### config.mk
export PLATFORM = sky130hd
export DESIGN_NAME = seq_gen_detect_flat
export DESIGN_NICKNAME = d
export VERILOG_FILES = /design/src/rtl/seq_gen_detect_if.sv /design/src/rtl/seq_gen_detect.sv /design/src/flat_wrapper.sv
export SDC_FILE = /design/constraint.sdc
export NUM_CORES = 1
export LEC_CHECK = 0
export ABC_AREA = 0
export CAP_MARGIN = 15
export CORE_ASPECT_RATIO = 2
export CORE_MARGIN = 5
export CORE_UTILIZATION = 45
export DETAILED_ROUTE_END_ITERATION = 8
export GPL_TIMING_DRIVEN = 0
export PLACE_DENSITY = 0.75
export SLEW_MARGIN = 30
export SYNTH_ARGS = -nofsm -noshare
export SYNTH_HDL_FRONTEND = slang
export SYNTH_SLANG_ARGS = --single-unit
### constraint.sdc
create_clock -name clk -period 2.5 [get_ports clk]
set_input_delay 0.625 -clock clk [delete_from_list [all_inputs] [get_ports clk]]
set_output_delay 0.625 -clock clk [all_outputs]
set_load 0.02 [all_outputs]
### src/rtl/seq_gen_detect_if.sv
// =============================================================================
// Module   : seq_gen_detect_if
// Purpose  : Control/status bundle between the board top and seq_gen_detect.
//            Extra seq_in/ext_sel signals exist only when SEQ_EXT_IN_EN is set.
// Revision : 1.0 - initial release
// =============================================================================
`default_nettype none

interface seq_gen_detect_if #(
    parameter int GEN_LEN = 16,
    parameter int DET_LEN = 5,
    parameter int CNT_W   = 8
);
    logic               tick;
    logic               enable;
    logic               load;
    logic [GEN_LEN-1:0] gen_pattern;
    logic [DET_LEN-1:0] det_pattern;
    logic               overlap;
    logic               clear_cnt;
    logic               seq_out;
    logic [DET_LEN-1:0] det_window;
    logic               match;
    logic               match_led;
    logic [CNT_W-1:0]   match_cnt;
`ifdef SEQ_EXT_IN_EN
    logic               seq_in;
    logic               ext_sel;

    modport master (
        output tick, enable, load, gen_pattern, det_pattern, overlap, clear_cnt,
               seq_in, ext_sel,
        input  seq_out, det_window, match, match_led, match_cnt
    );
    modport slave (
        input  tick, enable, load, gen_pattern, det_pattern, overlap, clear_cnt,
               seq_in, ext_sel,
        output seq_out, det_window, match, match_led, match_cnt
    );
`else
    modport master (
        output tick, enable, load, gen_pattern, det_pattern, overlap, clear_cnt,
        input  seq_out, det_window, match, match_led, match_cnt
    );
    modport slave (
        input  tick, enable, load, gen_pattern, det_pattern, overlap, clear_cnt,
        output seq_out, det_window, match, match_led, match_cnt
    );
`endif
endinterface

`default_nettype wire

### src/rtl/seq_gen_detect.sv
// =============================================================================
// Module   : seq_gen_detect
// Purpose  : Tick-paced MSB-first pattern generator with a sliding-window
//            detector, saturating match counter and LED drivers.
//            Optional macro SEQ_EXT_IN_EN: detector can be fed from seq_in.
// Revision : 1.0 - initial release
// =============================================================================
`default_nettype none

module seq_gen_detect #(
    parameter int                 GEN_LEN  = 16,
    parameter logic [GEN_LEN-1:0] GEN_INIT = 16'h74DA,
    parameter int                 DET_LEN  = 5,
    parameter logic [DET_LEN-1:0] DET_INIT = 5'b11010,
    parameter int                 CNT_W    = 8
) (
    input  wire logic         clk,
    input  wire logic         rst_n,
    seq_gen_detect_if.slave   bus
);

    localparam int                  C_PTR_W     = (GEN_LEN > 1) ? $clog2(GEN_LEN) : 1;
    localparam int                  C_FILL_W    = $clog2(DET_LEN + 1);
    localparam logic [C_PTR_W-1:0]  C_PTR_TOP   = C_PTR_W'(GEN_LEN - 1);
    localparam logic [C_PTR_W-1:0]  C_PTR_ONE   = C_PTR_W'(1);
    localparam logic [C_FILL_W-1:0] C_FILL_FULL = C_FILL_W'(DET_LEN);
    localparam logic [C_FILL_W-1:0] C_FILL_ONE  = C_FILL_W'(1);
    localparam logic [CNT_W-1:0]    C_CNT_MAX   = {CNT_W{1'b1}};
    localparam logic [CNT_W-1:0]    C_CNT_ONE   = CNT_W'(1);

    logic [GEN_LEN-1:0]  r_gen;
    logic [DET_LEN-1:0]  r_det;
    logic [C_PTR_W-1:0]  r_ptr;
    logic [C_FILL_W-1:0] r_fill;
    logic                r_seq_out;
    logic [DET_LEN-1:0]  r_window;
    logic                r_match;
    logic                r_match_led;
    logic [CNT_W-1:0]    r_cnt;

    logic                w_step;
    logic                w_gen_bit;
    logic                w_det_bit;
    logic [DET_LEN-1:0]  w_window_nx;
    logic [C_FILL_W-1:0] w_fill_nx;
    logic                w_hit;

    // load has priority over a step in the same cycle
    assign w_step    = bus.enable & bus.tick & ~bus.load;
    assign w_gen_bit = r_gen[r_ptr];
`ifdef SEQ_EXT_IN_EN
    assign w_det_bit = bus.ext_sel ? bus.seq_in : w_gen_bit;
`else
    assign w_det_bit = w_gen_bit;
`endif
    assign w_window_nx = {r_window[DET_LEN-2:0], w_det_bit};
    assign w_fill_nx   = (r_fill == C_FILL_FULL) ? C_FILL_FULL : r_fill + C_FILL_ONE;
    // Match looks at the post-step window so it lines up with det_window
    assign w_hit       = (w_fill_nx == C_FILL_FULL) && (w_window_nx == r_det);

    always_ff @(posedge clk or negedge rst_n) begin
        if (!rst_n) begin
            r_gen       <= GEN_INIT;
            r_det       <= DET_INIT;
            r_ptr       <= C_PTR_TOP;
            r_fill      <= '0;
            r_seq_out   <= 1'b0;
            r_window    <= '0;
            r_match     <= 1'b0;
            r_match_led <= 1'b0;
            r_cnt       <= '0;
        end else begin
            r_match <= 1'b0;
            if (bus.load) begin
                r_gen       <= bus.gen_pattern;
                r_det       <= bus.det_pattern;
                r_ptr       <= C_PTR_TOP;
                r_fill      <= '0;
                r_window    <= '0;
                r_seq_out   <= 1'b0;
                r_match_led <= 1'b0;
            end else if (w_step) begin
                r_seq_out   <= w_gen_bit;
                r_window    <= w_window_nx;
                r_ptr       <= (r_ptr == '0) ? C_PTR_TOP : r_ptr - C_PTR_ONE;
                // Non-overlapping mode demands DET_LEN fresh bits after a hit
                r_fill      <= (w_hit && !bus.overlap) ? '0 : w_fill_nx;
                r_match     <= w_hit;
                r_match_led <= w_hit;
            end

            if (bus.clear_cnt) begin
                r_cnt <= '0;
            end else if (w_step && w_hit && (r_cnt != C_CNT_MAX)) begin
                r_cnt <= r_cnt + C_CNT_ONE;
            end
        end
    end

    assign bus.seq_out    = r_seq_out;
    assign bus.det_window = r_window;
    assign bus.match      = r_match;
    assign bus.match_led  = r_match_led;
    assign bus.match_cnt  = r_cnt;

endmodule

`default_nettype wire

### src/flat_wrapper.sv
// flat-port wrapper written by rule: the top's interface ports become plain ports
module seq_gen_detect_flat 
#(
    parameter int                 GEN_LEN  = 16,
    parameter logic [GEN_LEN-1:0] GEN_INIT = 16'h74DA,
    parameter int                 DET_LEN  = 5,
    parameter logic [DET_LEN-1:0] DET_INIT = 5'b11010,
    parameter int                 CNT_W    = 8
)
  (clk, rst_n, bus_tick, bus_enable, bus_load, bus_gen_pattern, bus_det_pattern, bus_overlap, bus_clear_cnt, bus_seq_out, bus_det_window, bus_match, bus_match_led, bus_match_cnt);
  seq_gen_detect_if #(.GEN_LEN(GEN_LEN), .DET_LEN(DET_LEN), .CNT_W(CNT_W)) bus_i ();
  input  wire logic clk;
  input  wire logic rst_n;
  input wire logic [$bits(bus_i.tick)-1:0] bus_tick;
  input wire logic [$bits(bus_i.enable)-1:0] bus_enable;
  input wire logic [$bits(bus_i.load)-1:0] bus_load;
  input wire logic [$bits(bus_i.gen_pattern)-1:0] bus_gen_pattern;
  input wire logic [$bits(bus_i.det_pattern)-1:0] bus_det_pattern;
  input wire logic [$bits(bus_i.overlap)-1:0] bus_overlap;
  input wire logic [$bits(bus_i.clear_cnt)-1:0] bus_clear_cnt;
  output wire logic [$bits(bus_i.seq_out)-1:0] bus_seq_out;
  output wire logic [$bits(bus_i.det_window)-1:0] bus_det_window;
  output wire logic [$bits(bus_i.match)-1:0] bus_match;
  output wire logic [$bits(bus_i.match_led)-1:0] bus_match_led;
  output wire logic [$bits(bus_i.match_cnt)-1:0] bus_match_cnt;
  assign bus_i.tick = bus_tick;
  assign bus_i.enable = bus_enable;
  assign bus_i.load = bus_load;
  assign bus_i.gen_pattern = bus_gen_pattern;
  assign bus_i.det_pattern = bus_det_pattern;
  assign bus_i.overlap = bus_overlap;
  assign bus_i.clear_cnt = bus_clear_cnt;
  assign bus_seq_out = bus_i.seq_out;
  assign bus_det_window = bus_i.det_window;
  assign bus_match = bus_i.match;
  assign bus_match_led = bus_i.match_led;
  assign bus_match_cnt = bus_i.match_cnt;
  seq_gen_detect #(.GEN_LEN(GEN_LEN), .GEN_INIT(GEN_INIT), .DET_LEN(DET_LEN), .DET_INIT(DET_INIT), .CNT_W(CNT_W)) u_core (.clk(clk), .rst_n(rst_n), .bus(bus_i));
endmodule
== Word level (Yosys, flattened, before mapping) ==
Index checks and enable logic that the tools add are counted.

* Register bits after elaboration: 44
* Bits of input ports: 28
* Output and inout bits: 16

* Add/sub/neg operators: 3
* Order comparisons: 1
* Equal/unequal tests: 4
* Mux-type cells: 19
* Bitwise logic cells: 3
* Reduce and logical (&&, ||, !) cells: 8

{| class="wikitable"
|+ Operators by type and width
! kind !! number
|-
| $mux 8 || 2
|-
| $mux 3 || 4
|-
| $mux 4 || 3
|-
| $mux 5 || 2
|-
| $add 8x1->8 const B || 1
|-
| $ne 8x8->1 const B || 1
|-
| $mux 1 || 7
|-
| $eq 3x3->1 const B || 2
|-
| $eq 5x5->1 || 1
|-
| $lt 4x5->1 const B || 1
|-
| $bmux 1 s4 || 1
|-
| $logic_and 1x1->1 || 4
|-
| $logic_not 4->1 || 1
|-
| $reduce_bool 2->1 || 2
|-
| $sub 4x1->4 const B || 1
|-
| $add 3x1->3 const B || 1
|-
| $and 1x1->1 || 2
|-
| $logic_not 1->1 || 1
|-
| $not 1->1 || 1
|}

== Depth between registers and ports, before layout ==
Gate-level depths: netlist of the first run.

* Word-level depth: 8
* Mapped depth: 8
* Mapped depth without buffers: 7

== Worst setup path before layout of the first run ==
No wires, ideal clock.

* Path kind: register -> register
* Start point: register u_core.r_ptr[2]
* End point: register u_core.r_cnt[6] (netlist: u_core.bus.match_cnt[6])
* Library setup time: 78 ps
* Arrival: 2650 ps
* Required time: 2422 ps
* Path slack: -228 ps
* Cell stages (with the launch flop): 8
* Path through: dfstp_2 -> buf_4 -> mux4_2 -> mux4_2 -> xnor2_4 -> nand3_4 -> or4_1 -> a21oi_1

* Word-level cells in the longest chain between the ends: 7

{| class="wikitable"
|+ Ends and longest elaborated chain
! item !! line !! RTL
|-
| start, declared || seq_gen_detect.sv:33 || <nowiki>logic [C_PTR_W-1:0] r_ptr;</nowiki>
|-
| start signal, assigned || seq_gen_detect.sv:85 || <nowiki>r_ptr <= (r_ptr == '0) ? C_PTR_TOP : r_ptr - C_PTR_ONE;</nowiki>
|-
| $bmux 1 s4 || seq_gen_detect.sv:50 || <nowiki>assign w_gen_bit = r_gen[r_ptr];</nowiki>
|-
| $mux 1 (implied by the code) || seq_gen_detect.sv:50 ||
|-
| $eq 5x5->1 || seq_gen_detect.sv:59 || <nowiki>assign w_hit = (w_fill_nx == C_FILL_FULL) && (w_window_nx == r_det);</nowiki>
|-
| $logic_and 1x1->1 || seq_gen_detect.sv:59 ||
|-
| $logic_and 1x1->1 (2 in series) || seq_gen_detect.sv:94 || <nowiki>end else if (w_step && w_hit && (r_cnt != C_CNT_MAX)) begin</nowiki>
|-
| $reduce_bool 2->1 (no source line) || n/a ||
|-
| end signal, assigned || seq_gen_detect.sv:95 || <nowiki>r_cnt <= r_cnt + C_CNT_ONE;</nowiki>
|-
| end, declared || seq_gen_detect.sv:39 || <nowiki>logic [CNT_W-1:0] r_cnt;</nowiki>
|}

Every way passes these cells. The select of a mux whose other input is x is not followed.
A chain may end at the register's enable or synchronous reset.

== Final worst setup path of the first run ==
* Start point: register u_core.r_ptr[2]
* End point: register u_core.r_cnt[7] (netlist: u_core.bus.match_cnt[7])

Same word-level chain as after synthesis.

==> results, run 1 <==
- The final hold violation count is 0.
- Ranked by total cell area, the synthesized netlist is headed by sky130_fd_sc_hd__dfrtp_1, sky130_fd_sc_hd__dfstp_2, sky130_fd_sc_hd__mux2_2.
- A synthesized cell averages 12.1 um2.
- In the synthesized netlist, the cells that appear most often are sky130_fd_sc_hd__dfrtp_1, sky130_fd_sc_hd__mux2_2, sky130_fd_sc_hd__nand2_1.
- The die is 58.0 um wide.
- The floorplan has 35 rows.
- The number of detailed-route iterations in the first pass is 4.
- The fraction of layout cells with a size suffix above 1 is 28.6%.
- The transition time of the tightest slew-check pin is 586 ps.
- The share of the cycle needed by the critical path after routing is 108%.
- The global-route track usage on met2 is 29.1%.
- The number of placed I/O pins is 44.
- The via count of the first global-routing pass came to 1,592.
- The share of the Yosys chip area taken by registers is 52.9%.
- After routing the design area is 0.00273 mm2.
- The synthesized netlist contains 42 unique library cells.
- sky130_fd_sc_hd__dfrtp_1 is the most common cell in the netlist.
- For this run, global-route usage on met1 was measured as 16.2%.
- The region available for standard cell placement spans 0.00455 mm2.
- The run finished, with violations left.
- The fmax is 371 MHz.
- Clock latency on the worst-skew pair, taken at its later pin, is 290 ps.
- The portion of synthesized cell area occupied by the leading cell type is 32.6%.
- Counting the fill cells in the layout gives 391.
- The number of buffers between clock root and the deepest sink is 2.
- Setup repair after global routing could not meet its margin everywhere.
- Across the VDD grid, the largest voltage drop is 0.000471 V.
- The CTS sink count is 43.
- In this run the worst hold path is classified as input pin to asynchronous set/reset pin.
- The number of routed nets with antenna violations is 0.
- Across the routed clock network, the largest skew measured is 7.19 ps.
- The final worst-path setup slack is -194 ps.
- The max-capacitance violation count is 0.
- The synthesized design contains 43 register bits.
- The initial antenna violation count is 0.
- The via count of the routed design is 1,532.
- The number of nets in the synthesized netlist is 203.
- Data on the critical path is required at its endpoint by 2720 ps.
- For this design, the slowest cell found on the critical path is sky130_fd_sc_hd__mux4_2.
- Summed over all failing endpoints, the final setup total negative slack is -1180 ps.
- The first global-routing pass estimated 7380 um of wire.
- For this run, the slowest stage of the critical path takes 560 ps.
- After the first detailed-routing iteration, the DRC count stood at 31.
- The global-route usage over all layers is 15.5%.
- The setup slack of the most critical reg-to-reg path is -190 ps.
- The pin count of the biggest net entering global routing is 27.
- The clock-pin slew on the worst setup and hold paths is 80 ps.
- The number of remaining DRC errors is 0.
- The number of instances in the synthesized netlist is 172.
- The critical path arrival is 2920 ps.
- STA classifies the critical path startpoint as a flip-flop.
- The detailed-route wire length per cell is 15.5 um.
- The die covers 0.00615 mm2.
- The post-layout minimum cycle time is 2690 ps.
- The via count normalized by instance count is 5.43.
- After detailed placement, the total cell area comes to 0.00258 mm2.
- The congestion estimate from routability-driven global placement came to 0.744.
- The sum of overflow across all layers after global routing is 0.
- For this block, the routed nets add up to 4380 um of wire.
- The final number of max-transition violations came to 0.
- Setup violations remaining at the end of the flow were counted as 10.
- The most utilized layer in the global route result is met2.
- The final reports fail on setup timing.
- Once the floorplan was initialized, standard cells occupied 45.5% of the core.
- The worst setup path is captured at a flip-flop.
- The number of warning messages in the yosys log is 0.
- Detailed placement finished with a half-perimeter wire length of 3350 um.
- The H-tree generated during clock tree synthesis spans 2 levels.
- Walking the worst path, the cells encountered are buf_8 > mux4_2 > mux4_2 > xnor2_4 > nand4_1 > or3_1 > a21oi_2.
- The most frequently used flop master after synthesis is sky130_fd_sc_hd__dfrtp_1.
- The met3 usage is 3.04%.
- Counting flops with an async set or reset pin after synthesis yields a share of 100%.
- For this design the ratio of total power to cell area is 510 mW/mm2.
- Across the whole layout, storage elements account for 0.00110 mm2.
- The footprint of the multi-input gates is 933 um2.
- TritonCTS built the clock tree.
- The synthesized netlist occupies a cell area of 0.00207 mm2.
- The height of the chip is 106 um.
- In this run the tightest slew margin relative to its limit is 61.0%.
- In this run, CTS created clock tree buffers numbering 5.
- The cell type with the highest aggregate area in the netlist is sky130_fd_sc_hd__dfrtp_1.
- The most common cell type on the critical path is sky130_fd_sc_hd__mux4_2.
- The count of flip-flops with a built-in enable after synthesis is 0.
- By startpoint and endpoint, the worst setup path is classified as flip-flop to flip-flop.
- The diode insertion count for antenna repair is 0.
- The buffer type at the clock tree root is sky130_fd_sc_hd__clkbuf_8.
- At the end of the flow, the number of nets in the layout was 257.
- The number of I/O port buffers is 42.
- The top fanout value on the critical path is 5.
- The area growth from synthesis to layout is 31.7%.
- For this design the static power due to leakage is 0.00110 uW.
-- layer usage --
| layer | vias to the layer above | wire length, um |
|---|---|---|
| met5 | - | 0 |
| met4 | 0 | 97 |
| met3 | 8 | 185 |
| met2 | 44 | 2580 |
| met1 | 762 | 1520 |
| li1 | 718 | - |
-- area by class of cell --
| cell class | instances | share of cell area (%) |
|---|---|---|
| flip-flops and latches | 43 | 40.1 |
| multi-input cells | 114 | 34.2 |
| repair buffers | 48 | 17.6 |
| clock buffers | 8 | 2.93 |
| well taps | 55 | 2.52 |
| plain buffers | 7 | 1.51 |
| inverters | 7 | 1.15 |
-- worst max-delay path, delay by kind of cell, from the launching register on --
| kind | cells | cell delay [ps] |
|---|---|---|
| AOI/OAI and AO/OA | 1 | 130 |
| muxes | 2 | 1060 |
| buffers and inverters | 1 | 120 |
| xor gates and xnor gates | 1 | 210 |
| and+or+nand+nor | 2 | 570 |
| DFF | 1 | 540 |
-- layout by cell type, fill, tap and decap left out, drive strengths merged, types with 2 or more instances in the layout --
| cell | n |
|---|---|
| and2 | 2 |
| dfstp | 16 |
| o21ai | 4 |
| nand3 | 6 |
| buf | 12 |
| or3 | 2 |
| a21oi | 10 |
| dfrtp | 27 |
| nor4 | 2 |
| xnor2 | 6 |
| a32o | 2 |
| nand2b | 2 |
| inv | 6 |
| ha | 3 |
| mux4 | 5 |
| clkdlybuf4s50 | 41 |
| mux2 | 21 |
| clkbuf | 10 |
| xor2 | 2 |
| nor2 | 10 |
| nor3 | 3 |
| nand2 | 18 |
-- worst paths after layout --
kind                                                        end  depth (start not counted)                   startpoint
max                         u_core.bus.match_cnt[7]$_DFFE_PN0P_                          7  u_core.r_ptr[2]$_DFFE_PN1P_
min                        u_core.bus.det_window[4]$_DFFE_PN0P_                          1                        rst_n
max reg2reg                 u_core.bus.match_cnt[7]$_DFFE_PN0P_                          7  u_core.r_ptr[2]$_DFFE_PN1P_
min reg2reg                         u_core.r_gen[5]$_DFFE_PN0P_                          1  u_core.r_gen[5]$_DFFE_PN0P_
max in group asynchronous          u_core.r_gen[14]$_DFFE_PN1P_                          2                        rst_n
min in group clk                    u_core.r_gen[5]$_DFFE_PN0P_                          1  u_core.r_gen[5]$_DFFE_PN0P_
-- registers in the layout (all words and copies together) (netlist names) --
name,count
u_core.bus.match_cnt,8
u_core.r_fill,3
u_core.r_ptr,4
u_core.r_gen,16
u_core.bus.match_led,1
u_core.bus.match,1
u_core.bus.det_window,5
u_core.r_det,5
-- metrics by stage --
| step | worst slack [ps] | std cells | util [%] | hold WS, ps | total power [uW] |
|---|---|---|---|---|---|
| 2_1_floorplan | -127 | 172 | - | 329 | 894 |
| 3_3_place_gp | -348 | 269 | 56.3 | 464 | 974 |
| 3_5_place_dp | -428 | 270 | 56.7 | 479 | 984 |
| 4_1_cts | -250 | 282 | 59.8 | 264 | 1420 |
| 5_1_grt | -334 | 282 | 60.0 | 273 | 1460 |
| 6_report | -194 | 282 | 60.0 | 261 | 1390 |
-- report_power, final --
group	switching (uW)	total (uW)	internal, uW
Clock	221	419	199
Sequential	26.4	778	751
Combinational	77.8	196	119
-- what timing repair did --
action	CTS	global route
buffers inserted	5	0
hold buffers	0	0
pin swaps	4	2
gates resized for setup	7	4
endpoints found under the setup margin	10	11
endpoints found under the hold margin	0	0
-- cell families after synthesis --
logic type	synth area share, %
DFF	52.9
xor gates and xnor gates	4.29
buffers and inverters	3.08
and+or+nand+nor	11.9
adders and majority gates	1.81
AOI/OAI and AO/OA	8.75
muxes	17.3
Power figures use the tool's default switching activity.
==> run 2, diff against run 1 <==
Settings changed: CTS_CLUSTER_DIAMETER from default to 60, CTS_CLUSTER_SIZE from default to 28.
==> results of run 2 <==
The final DEF is identical to that of run 1; final timing and power are the same.
==> run 3, diff against run 2 <==
Settings changed: CTS_CLUSTER_SIZE 28 to default, SLEW_MARGIN 30 to 20.
==> results of run 3 <==
The final DEF is identical to that of run 1; final timing and power are the same.
